$ cat src/rtl/hazard_stall_ctrl_if.sv
// Pipeline-facing bundle for the hazard/stall controller: hazard sources,
// data-cache handshake and the per-register advance/bubble controls.
interface hazard_stall_ctrl_if #(
    parameter int CNT_W = 32
);
    logic [4:0]       id_rs1;
    logic [4:0]       id_rs2;
    logic             id_use_rs1;
    logic             id_use_rs2;
    logic             id_is_halt;
    logic [4:0]       idex_rd;
    logic             idex_mem_read;
    logic             ex_mispredict;
    logic             exmem_mem_req;
    logic             dcache_ready;
    logic             dcache_valid;
    logic             dcache_hit;
    logic             pc_write;
    logic             ifid_write;
    logic             ifid_flush;
    logic             idex_write;
    logic             idex_bubble;
    logic             exmem_write;
    logic             memwb_bubble;
    logic             is_halted;
    logic [CNT_W-1:0] stall_cycles;
    logic [CNT_W-1:0] flush_count;

    modport master (
        input  id_rs1, id_rs2, id_use_rs1, id_use_rs2, id_is_halt,
        input  idex_rd, idex_mem_read, ex_mispredict,
        input  exmem_mem_req, dcache_ready, dcache_valid, dcache_hit,
        output pc_write, ifid_write, ifid_flush, idex_write,
        output idex_bubble, exmem_write, memwb_bubble, is_halted,
        output stall_cycles, flush_count
    );

    modport slave (
        output id_rs1, id_rs2, id_use_rs1, id_use_rs2, id_is_halt,
        output idex_rd, idex_mem_read, ex_mispredict,
        output exmem_mem_req, dcache_ready, dcache_valid, dcache_hit,
        input  pc_write, ifid_write, ifid_flush, idex_write,
        input  idex_bubble, exmem_write, memwb_bubble, is_halted,
        input  stall_cycles, flush_count
    );
endinterface

$ cat src/rtl/hazard_stall_ctrl.sv
// Pipeline sequencing: load-use stalls, mispredict flushes, d-cache miss
// stalls and the ECALL drain-then-halt sequence, plus perf counters.
module hazard_stall_ctrl #(
    parameter int DRAIN_DEPTH = 3,
    parameter int CNT_W       = 32
) (
    input logic                clk,
    input logic                reset,
    hazard_stall_ctrl_if.master bus
);
    localparam int DW = (DRAIN_DEPTH > 1) ? $clog2(DRAIN_DEPTH) : 1;

    typedef enum logic {M_IDLE, M_WAIT} mem_state_t;
    typedef enum logic [1:0] {RUN, DRAIN, HALTED} halt_state_t;

    mem_state_t  mstate, mem_nxt;
    halt_state_t hstate, halt_nxt;
    logic [DW-1:0]    drain_cnt, drain_nxt;
    logic [CNT_W-1:0] stall_cnt, flush_cnt;

    logic mem_done, mem_stall, load_use;
    logic stall_inc, flush_inc;
    logic pc_w, ifid_w, ifid_f, idex_w, idex_b, exmem_w, memwb_b;

    always_comb begin
        pc_w      = 1'b1;
        ifid_w    = 1'b1;
        ifid_f    = 1'b0;
        idex_w    = 1'b1;
        idex_b    = 1'b0;
        exmem_w   = 1'b1;
        memwb_b   = 1'b0;
        mem_nxt   = mstate;
        halt_nxt  = hstate;
        drain_nxt = drain_cnt;
        stall_inc = 1'b0;
        flush_inc = 1'b0;

        // Once a miss is outstanding the request has already been accepted.
        if (mstate == M_IDLE)
            mem_done = bus.dcache_ready & bus.dcache_valid & bus.dcache_hit;
        else
            mem_done = bus.dcache_valid & bus.dcache_hit;
        mem_stall = bus.exmem_mem_req & ~mem_done;

        load_use = bus.idex_mem_read && (bus.idex_rd != 5'd0) &&
                   ((bus.id_use_rs1 && (bus.id_rs1 == bus.idex_rd)) ||
                    (bus.id_use_rs2 && (bus.id_rs2 == bus.idex_rd)));

        if (reset) begin
            mem_nxt = M_IDLE;
        end else if (hstate == HALTED) begin
            pc_w    = 1'b0;
            ifid_w  = 1'b0;
            idex_w  = 1'b0;
            exmem_w = 1'b0;
        end else begin
            unique case (mstate)
                M_IDLE:  if (mem_stall) mem_nxt = M_WAIT;
                M_WAIT:  if (mem_done)  mem_nxt = M_IDLE;
                default: mem_nxt = M_IDLE;
            endcase

            if (mem_stall) begin
                pc_w      = 1'b0;
                ifid_w    = 1'b0;
                idex_w    = 1'b0;
                exmem_w   = 1'b0;
                memwb_b   = 1'b1;
                stall_inc = 1'b1;
            end else if (hstate == DRAIN) begin
                pc_w      = 1'b0;
                ifid_w    = 1'b0;
                idex_b    = 1'b1;
                stall_inc = 1'b1;
                if (drain_cnt == DW'(DRAIN_DEPTH - 1))
                    halt_nxt = HALTED;
                else
                    drain_nxt = drain_cnt + 1'b1;
            end else if (bus.ex_mispredict) begin
                ifid_f    = 1'b1;
                idex_b    = 1'b1;
                flush_inc = 1'b1;
            end else if (load_use) begin
                pc_w      = 1'b0;
                ifid_w    = 1'b0;
                idex_b    = 1'b1;
                stall_inc = 1'b1;
            end else if (bus.id_is_halt) begin
                idex_b    = 1'b1;
                halt_nxt  = DRAIN;
                drain_nxt = '0;
            end
        end
    end

    always_ff @(posedge clk or posedge reset) begin
        if (reset) begin
            mstate    <= M_IDLE;
            hstate    <= RUN;
            drain_cnt <= '0;
            stall_cnt <= '0;
            flush_cnt <= '0;
        end else begin
            mstate    <= mem_nxt;
            hstate    <= halt_nxt;
            drain_cnt <= drain_nxt;
            stall_cnt <= stall_cnt + CNT_W'(stall_inc);
            flush_cnt <= flush_cnt + CNT_W'(flush_inc);
        end
    end

    assign bus.pc_write     = pc_w;
    assign bus.ifid_write   = ifid_w;
    assign bus.ifid_flush   = ifid_f;
    assign bus.idex_write   = idex_w;
    assign bus.idex_bubble  = idex_b;
    assign bus.exmem_write  = exmem_w;
    assign bus.memwb_bubble = memwb_b;
    assign bus.is_halted    = (hstate == HALTED);
    assign bus.stall_cycles = stall_cnt;
    assign bus.flush_count  = flush_cnt;
endmodule

$ cat src/flat_wrapper.sv
// flat-port wrapper written by rule: the top's interface ports become plain ports
module hazard_stall_ctrl_flat 
#(
    parameter int DRAIN_DEPTH = 3,
    parameter int CNT_W       = 32
)
  (clk, reset, bus_id_rs1, bus_id_rs2, bus_id_use_rs1, bus_id_use_rs2, bus_id_is_halt, bus_idex_rd, bus_idex_mem_read, bus_ex_mispredict, bus_exmem_mem_req, bus_dcache_ready, bus_dcache_valid, bus_dcache_hit, bus_pc_write, bus_ifid_write, bus_ifid_flush, bus_idex_write, bus_idex_bubble, bus_exmem_write, bus_memwb_bubble, bus_is_halted, bus_stall_cycles, bus_flush_count);
  hazard_stall_ctrl_if #(.CNT_W(CNT_W)) bus_i ();
  input logic clk;
  input logic reset;
  input wire logic [$bits(bus_i.id_rs1)-1:0] bus_id_rs1;
  input wire logic [$bits(bus_i.id_rs2)-1:0] bus_id_rs2;
  input wire logic [$bits(bus_i.id_use_rs1)-1:0] bus_id_use_rs1;
  input wire logic [$bits(bus_i.id_use_rs2)-1:0] bus_id_use_rs2;
  input wire logic [$bits(bus_i.id_is_halt)-1:0] bus_id_is_halt;
  input wire logic [$bits(bus_i.idex_rd)-1:0] bus_idex_rd;
  input wire logic [$bits(bus_i.idex_mem_read)-1:0] bus_idex_mem_read;
  input wire logic [$bits(bus_i.ex_mispredict)-1:0] bus_ex_mispredict;
  input wire logic [$bits(bus_i.exmem_mem_req)-1:0] bus_exmem_mem_req;
  input wire logic [$bits(bus_i.dcache_ready)-1:0] bus_dcache_ready;
  input wire logic [$bits(bus_i.dcache_valid)-1:0] bus_dcache_valid;
  input wire logic [$bits(bus_i.dcache_hit)-1:0] bus_dcache_hit;
  output wire logic [$bits(bus_i.pc_write)-1:0] bus_pc_write;
  output wire logic [$bits(bus_i.ifid_write)-1:0] bus_ifid_write;
  output wire logic [$bits(bus_i.ifid_flush)-1:0] bus_ifid_flush;
  output wire logic [$bits(bus_i.idex_write)-1:0] bus_idex_write;
  output wire logic [$bits(bus_i.idex_bubble)-1:0] bus_idex_bubble;
  output wire logic [$bits(bus_i.exmem_write)-1:0] bus_exmem_write;
  output wire logic [$bits(bus_i.memwb_bubble)-1:0] bus_memwb_bubble;
  output wire logic [$bits(bus_i.is_halted)-1:0] bus_is_halted;
  output wire logic [$bits(bus_i.stall_cycles)-1:0] bus_stall_cycles;
  output wire logic [$bits(bus_i.flush_count)-1:0] bus_flush_count;
  assign bus_i.id_rs1 = bus_id_rs1;
  assign bus_i.id_rs2 = bus_id_rs2;
  assign bus_i.id_use_rs1 = bus_id_use_rs1;
  assign bus_i.id_use_rs2 = bus_id_use_rs2;
  assign bus_i.id_is_halt = bus_id_is_halt;
  assign bus_i.idex_rd = bus_idex_rd;
  assign bus_i.idex_mem_read = bus_idex_mem_read;
  assign bus_i.ex_mispredict = bus_ex_mispredict;
  assign bus_i.exmem_mem_req = bus_exmem_mem_req;
  assign bus_i.dcache_ready = bus_dcache_ready;
  assign bus_i.dcache_valid = bus_dcache_valid;
  assign bus_i.dcache_hit = bus_dcache_hit;
  assign bus_pc_write = bus_i.pc_write;
  assign bus_ifid_write = bus_i.ifid_write;
  assign bus_ifid_flush = bus_i.ifid_flush;
  assign bus_idex_write = bus_i.idex_write;
  assign bus_idex_bubble = bus_i.idex_bubble;
  assign bus_exmem_write = bus_i.exmem_write;
  assign bus_memwb_bubble = bus_i.memwb_bubble;
  assign bus_is_halted = bus_i.is_halted;
  assign bus_stall_cycles = bus_i.stall_cycles;
  assign bus_flush_count = bus_i.flush_count;
  hazard_stall_ctrl #(.DRAIN_DEPTH(DRAIN_DEPTH), .CNT_W(CNT_W)) u_core (.clk(clk), .reset(reset), .bus(bus_i));
endmodule
$ cat config.mk
export PLATFORM = sky130hd
export DESIGN_NAME = hazard_stall_ctrl_flat
export DESIGN_NICKNAME = d
export VERILOG_FILES = /design/src/rtl/hazard_stall_ctrl_if.sv /design/src/rtl/hazard_stall_ctrl.sv /design/src/flat_wrapper.sv
export SDC_FILE = /design/constraint.sdc
export NUM_CORES = 1
export LEC_CHECK = 0
export CAP_MARGIN = 20
export CORE_ASPECT_RATIO = 0.6
export CORE_UTILIZATION = 29
export DETAILED_ROUTE_END_ITERATION = 10
export PLACE_DENSITY = 0.51
export REMOVE_ABC_BUFFERS = 1
export SYNTH_ARGS = -nofsm -noshare
export SYNTH_HDL_FRONTEND = slang
export SYNTH_SLANG_ARGS = --single-unit
$ cat constraint.sdc
create_clock -name clk -period 5.7 [get_ports clk]
set_clock_uncertainty 0.2 [all_clocks]
set_input_delay 0.57 -clock clk [delete_from_list [all_inputs] [get_ports clk]]
set_output_delay 0.57 -clock clk [all_outputs]
set_load 0.02 [all_outputs]
==> run metrics, run 1 <==
Layout Nets 443; hold slack 269.0 ps; Seq/Total Area, Yosys 0.5077; EDFF count, synth 0; Worst Tran Pin Value 721.6 ps; vias 2612; row cnt 30; vias in the first global route 2545; I/O pin count 98; Async SR Flop Fraction 1.000; Congestion Overflow GR 0; mapped cell area 3401 um2; Port Buf Inserts 97; initial antenna violation count 0; layout cell share with drive strength beyond 1 0.08153; DRT antenna net count 0; Peak supply drop 0.0001426 V; critical path's most frequent cell clkdlybuf4s50_1; post-cts resize count 0; Clock Path Buffers 2; Hold Crit Class flop to flop; FMAX 274.7 MHz; outcome finished, final reports clean; critical path buffer and inverter count 2; unrepaired setup endpoints after global routing false; average wire per standard cell 14.11 um; Place WS 1861 ps; Die Span X 141.8 um; # hold bufs at CTS 0; Starting Density 0.2990; Max Cap Viol 0; GRT Util Overall 0.1450; Worst Path Max Fanout 3; CTS tree yes; initial drt markers 165; Max Slew Vio Count 0; CP Launch Type primary input; final worst setup slack 2060 ps; diode count 0; worst-path cell chain clkdlybuf4s50_1 > or4_1 > o21ai_1 > nor2_1 > nand2_1 > a41o_1 > clkdlybuf4s50_1; Crit path max-delay family buffers and inverters; arrival time worst endpoint 2870 ps; register area 1727 um2; CTS sink count 69; Post CTS Setup Buffer Count 0; Final setup viols 0; area of the multi-input gates 1625 um2; Post-Route WL 8143 um; Detailed Place HPWL 6035 um; Core Box Area 11370 um2; Final min period 3640 ps; area grow syn2layout 45.03%; PD cells 327.4 nW/um2; routed vias/inst 4.527; nature of the critical path endpoint primary output; setup_tns 0 ps; required time worst endpoint 4930 ps; Setup CP Type primary input to primary output; Fillers 1071; Die ar. 12180 um2; period utilization 0.6386; CTS clk-pin slew, worst paths 60 ps; slowest CP cell clkdlybuf4s50_1; drc violations 0; Final Hold Viols 0; global-route wire length before repair 13610 um; #FFs+latches synth 69; GP Congestion 0.7499; Synth Warn # 0; crit-path max cell delay 620 ps; mean post-synth cell area 11.11 um2; largest net degree at the start of global routing 58; leakage power 2.093 nW; Worst-Skew Late Latency 330 ps; H-tree depth 3; Primary FF master, synth dfrtp_1; Detailed Routing Iterations Pass 1 4; Max transition margin 0.5189; Gate Count Post-Synth 306; CTS Buf Count 9; post-synthesis cell type count 42; root buffer cell clkbuf_16; Die H 85.88 um
## through the flow
stage	instance area [um2]	util	power [mW]	cells
3_5_place_dp	4561	0.4010	0.9343	561
5_1_grt	4932	0.4337	1.694	577
6_report	4932	0.4337	1.615	577
4_1_cts	4932	0.4337	1.637	577
3_3_place_gp	4561	0.4010	0.9344	561
2_1_floorplan	3382	-	0.7772	303
## worst paths after layout
kind                            slack [ps]                  startpoint                          to  depth (start not counted)
worst max-delay path                  2060              bus_idex_rd[0]              bus_ifid_write                          7
worst min-delay path                   270  u_core.bus.flush_count[31]  u_core.bus.flush_count[31]                          1
worst max register to register        2640            u_core.hstate[0]  u_core.bus.flush_count[23]                         10
worst min register to register         270  u_core.bus.flush_count[31]  u_core.bus.flush_count[31]                          1
max in group asynchronous             3740                       reset   u_core.bus.flush_count[1]                          3
min in group asynchronous              520                       reset  u_core.bus.stall_cycles[4]                          2
## layout by cell type, fill, tap and decap left out, types with 2 or more instances in the layout
cell type / count
nand2_1: 33
nand3_1: 27
xor2_1: 10
dfrtp_1: 69
inv_1: 6
inv_2: 2
clkinv_4: 2
xnor2_1: 61
nand4_4: 3
nand4_1: 16
and4_1: 8
bufinv_16: 4
and2_1: 5
nand2_2: 2
o211ai_1: 2
and3_1: 2
nor4_4: 3
clkdlybuf4s50_1: 97
ha_1: 5
clkbuf_16: 9
nand2b_1: 3
a31oi_1: 4
nor3_1: 3
nor3b_1: 2
nor2_2: 2
nor2_1: 17
## cells by family after synthesis
kind of cell,Yosys count,share of synthesized area
adder cells (fa/ha/maj),5,0.01840
AND/OR/NAND/NOR,133,0.2395
buffers and inverters,11,0.01435
XOR/XNOR,71,0.1829
flip-flops,69,0.5077
AO/OA/AOI/OAI,17,0.03716
## cells in the mapped netlist, types with 2 or more instances
library cell / count / area (um2)
dfrtp_1: 69 / 1727
and3_1: 2 / 12.51
o211ai_1: 2 / 15.01
xnor2_1: 61 / 534.3
nand4_1: 16 / 100.1
nor3_1: 3 / 15.01
and4_1: 8 / 70.07
and2_1: 5 / 31.28
nand4_4: 3 / 63.81
nand2_1: 33 / 123.9
nand2_2: 2 / 12.51
inv_1: 7 / 26.28
a31oi_1: 4 / 25.02
xor2_1: 10 / 87.58
nor3b_1: 2 / 15.01
nand2b_1: 3 / 18.77
nor4_4: 3 / 63.81
nand3_1: 27 / 135.1
nor2_2: 2 / 12.51
nor2_1: 17 / 63.81
ha_1: 5 / 62.56
buf_4: 2 / 15.01
## sequential cells by signal, indices dropped and copies added (netlist names)
register	cells
u_core.bus.stall_cycles	32
u_core.drain_cnt	2
u_core.mstate	1
u_core.hstate	2
u_core.bus.flush_count	32
## per-layer routing
metal / routed length, um / global-route usage
met1: 4416 / 0.2196
met2: 3218 / 0.1917
met3: 404 / 0.04802
met4: 104 / 0.04106
met5: 0 / 0
## layout make-up
class,count,share of cell area
Sequential cell,69,0.3501
Multi-Input combinational cell,226,0.3295
Timing Repair Buffer,98,0.1984
Clock buffer,9,0.04566
Tap cell,160,0.04059
Clock inverter,7,0.02968
Inverter,8,0.006088
## report_power, final
group	internal (mW)	switching (mW)
clock	0.474	0.215
sequential	0.539	0.0661
combinational	0.153	0.167
(Power assumes the default switching activity.)
==> run 2, diff against run 1 <==
- clock period: 5.7 -> 3.5 ns (I/O delays scaled with it)
==> run 2 against run 1 <==
Flip-flop and latch count stayed put. Worst hold slack worse by 97 ps. Critical path depth unchanged. Cell area up 0.46%. First-iteration DRC count is 19% lower. Count of clock-buffer cells in the layout is 3 higher. Sequential share of layout area down 0.16 points. Utilization rose by 0.20 points. Worst setup slack lost 1700 ps. Total power grew 59%. Clock power increased by 54%. Wire length up 1.2%. Critical path type unchanged. Largest cell class unchanged. Largest power group unchanged. Highest routed layer unchanged.
==> run metrics, run 2 (synthesis gave the netlist of run 1 again) <==
Die Span X 141.8 um; required time worst endpoint 2950 ps; largest net degree at the start of global routing 71; # hold bufs at CTS 0; arrival time worst endpoint 2600 ps; FMAX 317.4 MHz; DR top layer met4; row cnt 30; outcome finished, final reports clean; average wire per standard cell 14.11 um; Max Slew Vio Count 0; Worst-Skew Late Latency 330 ps; root buffer cell clkbuf_16; Max Cap Viol 0; DRT antenna net count 0; Die H 85.88 um; CTS clk-pin slew, worst paths 50 ps; vias 2634; worst r2r dst u_core.bus.flush_count[21]; Detailed Place HPWL 5975 um; sequential share of power 0.382; met1 WL 4331 um; Core Box Area 11370 um2; NetSw 0.7258 mW; drc violations 0; hold slack 172.0 ps; initial drt markers 133; Starting Density 0.2990; diode count 0; met3 WL 434 um; leakage power 2.115 nW; setup_tns 0 ps; CP Launch Type primary input; unrepaired setup endpoints after global routing false; layout cell share with drive strength beyond 1 0.09198; Detailed Routing Iterations Pass 1 4; critical path buffer and inverter count 2; Final min period 3151 ps; Final Hold Viols 0; crit-path max cell delay 620 ps; Worst Path Max Fanout 3; I/O pin count 98; Peak supply drop 0.0003607 V; Die ar. 12180 um2; Worst Tran Pin Value 895.6 ps; CTS Buf Count 9; GP Congestion 0.8065; slowest CP cell clkdlybuf4s50_1; Post CTS Setup Buffer Count 0; Setup CP Type primary input to primary output; Hold Crit Class primary input to asynchronous set/reset pin; Reg-to-Reg Start u_core.hstate[0]; Int Pwr 1.848 mW; Layout Nets 450; GRT Util Overall 0.1481; Max transition margin 0.4029; CTS tree yes; post-cts resize count 0; vias in the first global route 2653; Final setup viols 0; area grow syn2layout 45.70%; post-layout util 0.4356; PD cells 519.4 nW/um2; worst-path cell chain clkdlybuf4s50_1 > or4_1 > o21ai_1 > nor2_1 > nand2_1 > a41o_1 > clkdlybuf4s50_1; Port Buf Inserts 97; FF-to-FF path depth 10; global-route wire length before repair 13820 um; nature of the critical path endpoint primary output; clock power share 0.411; Logic pwr share 0.207; Clock Path Buffers 2; DR WL met2 3402 um; Congestion Overflow GR 0; Post-Route WL 8242 um; Crit path max-delay family buffers and inverters; CTS sink count 69; commonest non-fill, non-tap cell in the layout clkdlybuf4s50_1; r2r setup slk 520 ps; period utilization 0.9002; critical path's most frequent cell clkdlybuf4s50_1; most frequent cells in the layout clkdlybuf4s50_1 (97), dfrtp_1 (69), xnor2_1 (61); initial antenna violation count 0; routed vias/inst 4.510; sw frac 0.2821; H-tree depth 3
## run 2: cell types whose count changed in the layout (fill, tap and decap cells not counted), sizes merged
cell	delta
buf	+7
clkbuf	+3
bufinv	-1
clkinv	-1
inv	-1
## run 2: worst max path at each step
stage | slack, ps | cells after the start | to | start
3_3_place_gp | 250 | 12 | u_core.bus.stall_cycles[26] | bus_idex_rd[1]
5_1_grt | 220 | 12 | u_core.bus.stall_cycles[26] | bus_idex_rd[3]
4_1_cts | 350 | 7 | bus_ifid_write | bus_idex_rd[0]
2_1_floorplan | -170 | 9 | u_core.bus.stall_cycles[26] | reset
3_5_place_dp | 130 | 12 | u_core.bus.stall_cycles[26] | bus_idex_rd[2]
6_report | 350 | 7 | bus_ifid_write | bus_idex_rd[0]
## run 2: metrics by stage
step,cells,area (um2),power [mW],setup WS (ps)
3_3_place_gp,568,4613,1.524,245.9
2_1_floorplan,303,3382,1.266,-169.9
6_report,584,4955,2.573,349.4
5_1_grt,584,4955,2.705,218.9
4_1_cts,584,4955,2.605,347.8
3_5_place_dp,568,4613,1.529,130.2
## run 2: layer usage
| layer | vias up | global-route usage |
|---|---|---|
| met5 | - | 0 |
| met4 | 0 | 0.04008 |
| met3 | 10 | 0.04858 |
| met2 | 64 | 0.2087 |
| met1 | 1262 | 0.2151 |
| li1 | 1298 | - |
## run 2: power groups by stage
stage                     combinational [mW]  clock, mW  sequential (mW)
after floorplan                        0.224          0             1.04
after global placement                 0.527          0            0.998
after detailed placement               0.534          0            0.994
after CTS                              0.539       1.08            0.984
after global routing                   0.584       1.12             1.00
final                                  0.533       1.06            0.984
## run 2: layout make-up
type	instances	area [um2]
clock buffers	12	246.5
clock inverters	4	95.09
fillers	1098	6419
inverters	8	30.03
multi-input cells	226	1625
flip-flops and latches	69	1727
well taps	160	200.2
repair buffers	105	1031
## run 2: worst min-delay path, delay by kind of cell
family	cells	cell delay, ps
buffers and inverters	3	680
==> run 3, diff against run 2 <==
- ABC_AREA: default -> 1
- CORE_UTILIZATION: 29 -> 40
- PLACE_DENSITY: 0.51 -> 0.66
==> run 3 against run 2 <==
Worst hold slack improved by 100 ps. Clock power shrank 7%. Critical endpoint is now u_core.bus.stall_cycles[24]. Count of clock-buffer cells in the layout unchanged. Combinational power is 6.0% higher. Critical path type is now primary input to flop. Critical path depth increased by 11. Worst setup slack improved by 240 ps. Global-route usage up 7.3 points.
==> run metrics, run 3 <==
outcome finished, final reports clean; Worst Tran Pin Value 550.1 ps; Setup CP Type primary input to flop; average wire per standard cell 14.53 um; FMAX 343.7 MHz; Reg-to-Reg Start u_core.hstate[1]; initial drt markers 297; Hold Crit Class flop to flop; CTS Buf Count 9; Worst Path Max Fanout 5; Max transition margin 0.6333; CTS clk-pin slew, worst paths 50 ps; placed cells 664; Die Span X 126.9 um; mean post-synth cell area 8.230 um2; Peak supply drop 0.0003130 V; EDFF count, synth 0; CTS tree yes; Detailed Place HPWL 7898 um; setup_tns 0 ps; PD cells 487.1 nW/um2; mapped cell area 3745 um2; Clock Path Buffers 2; sw frac 0.2899; period utilization 0.8314; vias in the first global route 3140; initial antenna violation count 0; unrepaired setup endpoints after global routing false; CTS sink count 69; leading area contributor after synthesis dfrtp_1; post-cts resize count 0; Max Slew Vio Count 0; worst hold path depth 2; hold slack 273.8 ps; top post-synthesis cells by area dfrtp_1 (46%), nand2_1 (13%), xor2_1 (9.6%), nor2_1 (6.4%), inv_1 (4.6%); drc violations 0; routed vias/inst 4.915; Post CTS Setup Buffer Count 0; Seq/Total Area, Yosys 0.4611; diode count 0; Logic pwr share 0.224; hold endpoint u_core.hstate[1]; commonest non-fill, non-tap cell in the layout nand2_1; NetSw 0.7319 mW; Final Hold Viols 0; clock power share 0.390; total power 2.525 mW; # hold bufs at CTS 0; root buffer cell clkbuf_16; layout cell share with drive strength beyond 1 0.06866; row cnt 26; min-delay src u_core.hstate[1]; GRT Util Overall 0.2211; I/O pin count 98; Max Cap Viol 0; Post-Route WL 9879 um; CP Launch Type primary input; Gate Count Post-Synth 455; Die H 76.95 um; commonest cells in the netlist nand2_1 (126), dfrtp_1 (69), nor2_1 (64); arrival time worst endpoint 2960 ps; Worst-Skew Late Latency 330 ps; area grow syn2layout 38.39%; post-synthesis cell type count 26; #FFs+latches synth 69; Layout Nets 594; Synth top area share 0.4611; FF-to-FF path depth 13; Starting Density 0.4264; Congestion Overflow GR 0; GP Congestion 0.9300; Synth Warn # 0; H-tree depth 3; most frequent cells in the layout nand2_1 (126), clkdlybuf4s50_1 (97), dfrtp_1 (69); r2r setup slk 740 ps; Int Pwr 1.793 mW; largest net degree at the start of global routing 44; Port Buf Inserts 97; nature of the critical path endpoint flop; Fillers 795; worst r2r dst u_core.bus.flush_count[28]; leakage power 2.428 nW; count leader, synth nand2_1; DRT antenna net count 0; Detailed Routing Iterations Pass 1 6; global-route wire length before repair 16460 um; final non-filler cell total 680; Primary FF master, synth dfrtp_1; Core Box Area 8783 um2; required time worst endpoint 3550 ps; post-layout util 0.5900; Die ar. 9766 um2; sequential share of power 0.386; Final setup viols 0; Async SR Flop Fraction 1.000; vias 3342; Final min period 2910 ps
==> run 3: cell count changes in the layout (fill, tap and decap cells not counted), moves of 8 or more <==
cell / change
nand2_1: +93
inv_1: +39
and4_1: -8
xnor2_1: -43
xor2_1: +31
nor2_1: +47
nor3_1: +18
==> run 3: worst max-delay path by stage <==
stage | slack [ps] | startpoint | cells after the start | to
after floorplan | 430 | reset | 2 | bus_exmem_write
after global placement | 260 | bus_idex_rd[3] | 17 | u_core.bus.stall_cycles[22]
after detailed placement | 250 | bus_idex_rd[0] | 17 | u_core.bus.stall_cycles[22]
after CTS | 600 | bus_idex_rd[4] | 17 | u_core.bus.stall_cycles[22]
after global routing | 280 | bus_idex_rd[0] | 18 | u_core.bus.stall_cycles[24]
final | 590 | bus_idex_rd[3] | 18 | u_core.bus.stall_cycles[24]
==> run 3: kinds of logic after synthesis <==
logic type | Yosys count | synth area share
compound gates | 5 | 0.007351
flops | 69 | 0.4611
buf+inv | 50 | 0.05212
fa+ha+maj | 5 | 0.01671
xor+xnor | 59 | 0.1380
simple gates | 267 | 0.3248
==> run 3: worst max-delay path, stage by stage <==
cell and delay [ps]:
clkdlybuf4s50_1 480, inv_1 90, nand2_1 70, nand2_1 50, nor2_1 120, nand3_1 90, nand2_1 120, nand3b_1 120
a21oi_1 150, ha_1 180, ha_1 190, nand3_2 140, nor2_4 140, nand2_4 100, nor2_4 160, nand3_2 130
nor2_2 130, xor2_1 150
==> run 3: power by group through the flow <==
| stage | combinational (mW) | clock (mW) | sequential, mW |
|---|---|---|---|
| 2_1_floorplan | 0.232 | 0 | 1.05 |
| 3_3_place_gp | 0.558 | 0 | 0.983 |
| 3_5_place_dp | 0.569 | 0 | 0.984 |
| 4_1_cts | 0.572 | 1.00 | 0.975 |
| 5_1_grt | 0.618 | 1.04 | 0.988 |
| 6_report | 0.565 | 0.986 | 0.974 |
==> run 3: cell type report <==
type / count / area (um2) / area share
Clock buffer: 12 / 256.5 / 0.04949
Clock inverter: 4 / 70.07 / 0.01352
Inverter: 48 / 180.2 / 0.03477
Multi-Input combinational cell: 336 / 1823 / 0.3518
Sequential cell: 69 / 1727 / 0.3332
Tap cell: 112 / 140.1 / 0.02704
Timing Repair Buffer: 99 / 985.9 / 0.1902
==> run 3: stage by stage <==
stage	instance area (um2)	worst slack, ps
after global routing	5182	280.7
final	5182	590.1
after floorplan	3730	429.6
after detailed placement	4856	246.7
after CTS	5182	603.3
after global placement	4856	263.1
==> run 3: metal layers <==
| layer | global-route usage | part of all wire | up-vias |
|---|---|---|---|
| met5 | 0 | 0 | - |
| met1 | 0.3497 | 0.53 | 1554 |
| met4 | 0.06190 | 0.0081 | 0 |
| met3 | 0.05932 | 0.079 | 8 |
| met2 | 0.2868 | 0.38 | 131 |
| li1 | - | - | 1649 |
==> RTL change 1 (config.mk and constraints of run 1) <==
Re-encode `halt_state_t` (3 states) as one-hot, 3 bits wide.
--- a/src/rtl/hazard_stall_ctrl.sv
+++ b/src/rtl/hazard_stall_ctrl.sv
@@ -13,3 +13,3 @@
     typedef enum logic {M_IDLE, M_WAIT} mem_state_t;
-    typedef enum logic [1:0] {RUN, DRAIN, HALTED} halt_state_t;
+    typedef enum logic [2:0] {RUN = 3'b001, DRAIN = 3'b010, HALTED = 3'b100} halt_state_t;
 
Behaviour: same outputs for any inputs over 10 cycles, from zero or initial values and one cycle with reset high; not proved beyond that.
==> RTL change 1 against run 1 <==
Combinational power down 4%; sequential cell count up 1; first-iteration DRC count down 47%; highest routed layer unchanged; non-clock buffer count unchanged; worst setup slack worse by 0.44 ns; cell count down 1.2%; synthesized area down 1.2%; critical path type is now in2reg; synthesized cell count down 2.3%; design area down 1.4%; wire length down 6.0%; total power down 3.4%; critical endpoint is now u_core.bus.stall_cycles[24].
==> RTL change 1: results (changes against run 1) <==
The detailed-route vias per instance came out at 4.44 (was 4.53). The first-iteration detailed-routing DRC count was 87 (was 165). The worst setup slack after placement came out at 1.31 ns (was 1.86 ns). The global placement routability congestion is 0.822 (was 0.750). The switching power share of the total is 0.274 (was 0.277).

The beginning of the critical path is bus_idex_rd[4] (was bus_idex_rd[0]). The post-synthesis cell count came to 299 (was 306). The multiplexer share of the synthesized area is 0.00633 (was 0). The flip-flop and latch share of the layout cell area came out at 0.361 (was 0.350).

The area fraction in compound gates after synthesis came to 0.0372 (about the same). Commonest cells in the netlist: sky130_fd_sc_hd__dfrtp_1 (69), sky130_fd_sc_hd__xnor2_1 (47), sky130_fd_sc_hd__nand2_1 (28), sky130_fd_sc_hd__nand3_1 (25), sky130_fd_sc_hd__xor2_1 (23) (was sky130_fd_sc_hd__dfrtp_1 (69), sky130_fd_sc_hd__xnor2_1 (61), sky130_fd_sc_hd__nand2_1 (33), sky130_fd_sc_hd__nand3_1 (27), sky130_fd_sc_hd__nor2_1 (17)). The final instance count without filler cells is 570 (was 577). The power drawn by the sequential cells came to 0.000607 W (was 0.000606 W). The worst reg2reg path endpoint is u_core.bus.flush_count[28] (was u_core.bus.flush_count[23]). The sequential cell area in the final layout is 1750 um^2 (was 1730 um^2).

The hold slack was 0.263 ns (was 0.269 ns). The global-route total usage across every layer came out at 0.143 (was 0.145). The dominant delay contributor by cell family on the critical path is simple AND/OR/NAND/NOR gates (was buffers and inverters). The slack of the critical path came out at 1.62 ns (was 2.06 ns). The non-clock inverter count in the final layout came to 9 (was 8). The HPWL reported at the end of detailed placement is 5750 um (was 6040 um).

The distinct cell type count after synthesis was 38 (was 42). The average wire per standard cell was 13.4 um (was 14.1 um). The met2 demand-to-capacity share in global routing came out at 0.203 (was 0.192). The final layout net count is 436 (was 443).

The total cell area at the placement stage is 4510 um^2 (was 4560 um^2). The routed length on met1 came out at 3970 um (was 4420 um). The worst min-delay path endpoint was u_core.bus.stall_cycles[31] (was u_core.bus.flush_count[31]). The fraction of final layout cells with drive strength greater than 1 came out at 0.0732 (was 0.0815).

The pin slew with the least headroom to its limit came out at 0.877 ns (was 0.722 ns). The fill cell total of the finished layout is 1,062 (was 1,071). The start of the worst register-to-register path was u_core.hstate[0] (unchanged).

The number of placed instances, taps included came to 554 (was 561). Result of the run: finished, final reports clean (unchanged). The signal arrival time at the worst endpoint is 4.13 ns (was 2.87 ns).

The layout buffering overhead excluding clock cells is 0.201 (was 0.198). The fraction of synthesized cell area in xor and xnor cells came out at 0.182 (was 0.183). The multi-input logic area came out at 1550 um^2 (was 1630 um^2). The largest net degree at the start of global routing is 71 (was 58).
RTL change 1: cell count changes in the layout (fill, tap and decap cells not counted), moves of 7 or more:
cell,change
sky130_fd_sc_hd__xor2_1,+13
sky130_fd_sc_hd__and3_1,+11
sky130_fd_sc_hd__and4_1,-7
sky130_fd_sc_hd__xnor2_1,-14
RTL change 1: worst register-to-register path: stages (launching register included):
cell and delay (ns):
sky130_fd_sc_hd__dfstp_2 0.54, sky130_fd_sc_hd__nor3b_2 0.08, sky130_fd_sc_hd__a211oi_1 0.44, sky130_fd_sc_hd__and3_1 0.27
sky130_fd_sc_hd__ha_1 0.20, sky130_fd_sc_hd__ha_1 0.24, sky130_fd_sc_hd__nand4_1 0.22, sky130_fd_sc_hd__nor4_4 0.44
sky130_fd_sc_hd__nor3b_1 0.43, sky130_fd_sc_hd__nand2_1 0.13, sky130_fd_sc_hd__xnor2_1 0.14
==> RTL change 2 (settings of run 1) <==
Without the edit above. `CNT_W` is set to 32 in 3 places; all go to 64.
--- a/src/rtl/hazard_stall_ctrl_if.sv
+++ b/src/rtl/hazard_stall_ctrl_if.sv
@@ -3,3 +3,3 @@
 interface hazard_stall_ctrl_if #(
-    parameter int CNT_W = 32
+    parameter int CNT_W = 64
 );
--- a/src/rtl/hazard_stall_ctrl.sv
+++ b/src/rtl/hazard_stall_ctrl.sv
@@ -4,3 +4,3 @@
     parameter int DRAIN_DEPTH = 3,
-    parameter int CNT_W       = 32
+    parameter int CNT_W       = 64
 ) (
--- a/src/flat_wrapper.sv
+++ b/src/flat_wrapper.sv
@@ -4,3 +4,3 @@
     parameter int DRAIN_DEPTH = 3,
-    parameter int CNT_W       = 32
+    parameter int CNT_W       = 64
 )
Interface: changed (resized bus_flush_count and bus_stall_cycles); port bits go from 98 to 162. The function was not compared with the original's and may differ.
==> RTL change 2 against run 1 <==
Worst setup slack worse by 0.42 ns; sequential cell count rose by 64; count of clock-buffer cells in the layout is 11 higher; design area up 78%; combinational power rose by 3%; critical endpoint is now u_core.bus.flush_count[42]; wire length increased by 100%; synthesized area rose by 84%; hold slack improved by 0.016 ns; cell count up 80%; sequential power grew 73%; highest routed layer unchanged; total power rose by 52%; die area increased by 82%.
==> RTL change 2: results (changes against run 1) <==
The first-pass GRT wire length is 26,300 um (was 13,600 um). The average wire per standard cell is 15.8 um (was 14.1 um). The routed length on met1 is 8630 um (was 4420 um). The first-iteration detailed-routing DRC count is 221 (was 165). The global-route total usage across every layer is 0.155 (was 0.145). The insertion delay of the later-clocked pin in the worst-skew pair is 0.41 ns (was 0.33 ns). The level count of the clock H-tree is 4 (was 3). The beginning of the critical path is bus_dcache_ready (was bus_idex_rd[0]). The highest fanout seen on the critical path came out at 7 (was 3). Result of the run: finished, final reports clean (unchanged). The fill cell total of the finished layout is 2,010 (was 1,071). The critical hold path startpoint is u_core.bus.flush_count[54] (was u_core.bus.flush_count[31]). The fraction of synthesized cell area in xor and xnor cells is 0.187 (was 0.183).

The HPWL reported at the end of detailed placement came to 12,300 um (was 6040 um). The total length of routed met3 wires is 959 um (was 404 um). Leading post-synthesis cells by cell area: sky130_fd_sc_hd__dfrtp_1 (53%), sky130_fd_sc_hd__xnor2_1 (13%), sky130_fd_sc_hd__xor2_1 (5.3%) (was sky130_fd_sc_hd__dfrtp_1 (51%), sky130_fd_sc_hd__xnor2_1 (16%), sky130_fd_sc_hd__nand3_1 (4.0%)). The sequential area share after synthesis came out at 0.531 (was 0.508). The number of buffers inserted during clock tree synthesis came out at 17 (was 9). The number of buffer cells added on primary ports is 161 (was 97). The relative max-transition margin is 0.381 (was 0.519). The final layout net count came to 777 (was 443). Commonest cells in the netlist: sky130_fd_sc_hd__dfrtp_1 (133), sky130_fd_sc_hd__xnor2_1 (96), sky130_fd_sc_hd__nand2_1 (65), sky130_fd_sc_hd__xor2_1 (38), sky130_fd_sc_hd__nand3_1 (36) (was sky130_fd_sc_hd__dfrtp_1 (69), sky130_fd_sc_hd__xnor2_1 (61), sky130_fd_sc_hd__nand2_1 (33), sky130_fd_sc_hd__nand3_1 (27), sky130_fd_sc_hd__nor2_1 (17)). The total via count after detailed routing came out at 4,754 (was 2,612). The buffers inserted during post-CTS setup optimization was 0 (unchanged). The highest ir drop seen on vdd is 0.203 mV (was 0.143 mV). The met2 wire length was 6580 um (was 3220 um). The distinct cell type count after synthesis is 44 (was 42). The via count of the first global-routing pass is 4,681 (was 2,545). The signal arrival time at the worst endpoint was 4.15 ns (was 2.87 ns). The adder-cell share of the synthesized area is 0.00999 (was 0.0184).

The internal power summed over all cells is 0.00181 W (was 0.00117 W). The largest net degree at the start of global routing was 69 (was 58). The leakage power of the design is 3.81 nW (was 2.09 nW).
[RTL change 2: final cells by class]
cell class	count	area share
clock buffers	20	0.0520
clock inverters	10	0.0122
inverters	13	0.00612
multi-input cells	418	0.326
flip-flops and latches	133	0.379
well taps	279	0.0397
repair buffers	163	0.185
[RTL change 2: metrics by stage]
stage / util / hold slack, ns / instance area [um^2] / setup slack, ns / instances
after floorplan: - / 0.273 / 6240 / 0.168 / 564
after global placement: 0.390 / 0.258 / 8230 / 1.30 / 1006
after detailed placement: 0.390 / 0.277 / 8230 / 1.19 / 1006
after CTS: 0.417 / 0.289 / 8790 / 1.62 / 1036
after global routing: 0.417 / 0.312 / 8790 / 1.36 / 1036
final: 0.417 / 0.285 / 8790 / 1.64 / 1036
[RTL change 2: cells by family (layout without fill, tap and decap cells)]
| family | count (synthesis) | after routing |
|---|---|---|
| flops | 133 | 133 |
| fa+ha+maj | 5 | 5 |
| xor+xnor | 134 | 134 |
| compound gates | 17 | 17 |
| simple gates | 262 | 262 |
| buf+inv | 16 | 206 |
[RTL change 2: worst paths after layout]
kind,end,slack [ns],cells after the start
worst max-delay path,u_core.bus.flush_count[42],1.64,11
worst min-delay path,u_core.bus.flush_count[54],0.29,1
worst max register to register,u_core.bus.flush_count[42],1.68,11
worst min register to register,u_core.bus.flush_count[54],0.29,1
max in group asynchronous,u_core.bus.flush_count[3],3.97,3
min in group asynchronous,u_core.hstate[0],0.70,3
[RTL change 2: power by group through the flow]
| stage | combinational (W) | clock, W | sequential, W |
|---|---|---|---|
| 2_1_floorplan | 0.000135 | 0 | 0.00110 |
| 3_3_place_gp | 0.000331 | 0 | 0.00107 |
| 3_5_place_dp | 0.000336 | 0 | 0.00107 |
| 4_1_cts | 0.000337 | 0.00110 | 0.00105 |
| 5_1_grt | 0.000365 | 0.00114 | 0.00106 |
| 6_report | 0.000330 | 0.00107 | 0.00105 |
[RTL change 2: worst max-delay path, cell delays in order]
cell	delay [ns]
sky130_fd_sc_hd__clkdlybuf4s50_1	0.46
sky130_fd_sc_hd__o211ai_1	0.14
sky130_fd_sc_hd__a211oi_1	0.59
sky130_fd_sc_hd__and3_1	0.29
sky130_fd_sc_hd__ha_1	0.27
sky130_fd_sc_hd__ha_1	0.25
sky130_fd_sc_hd__and2_1	0.18
sky130_fd_sc_hd__nand3_1	0.26
sky130_fd_sc_hd__nor4_1	0.77
sky130_fd_sc_hd__nand4_1	0.20
sky130_fd_sc_hd__xnor2_1	0.17
[RTL change 2: layer usage]
metal | vias up | global-route usage
li1 | 2322 | -
met2 | 103 | 0.205
met3 | 16 | 0.0448
met4 | 0 | 0.0524
met1 | 2313 | 0.235
met5 | - | 0
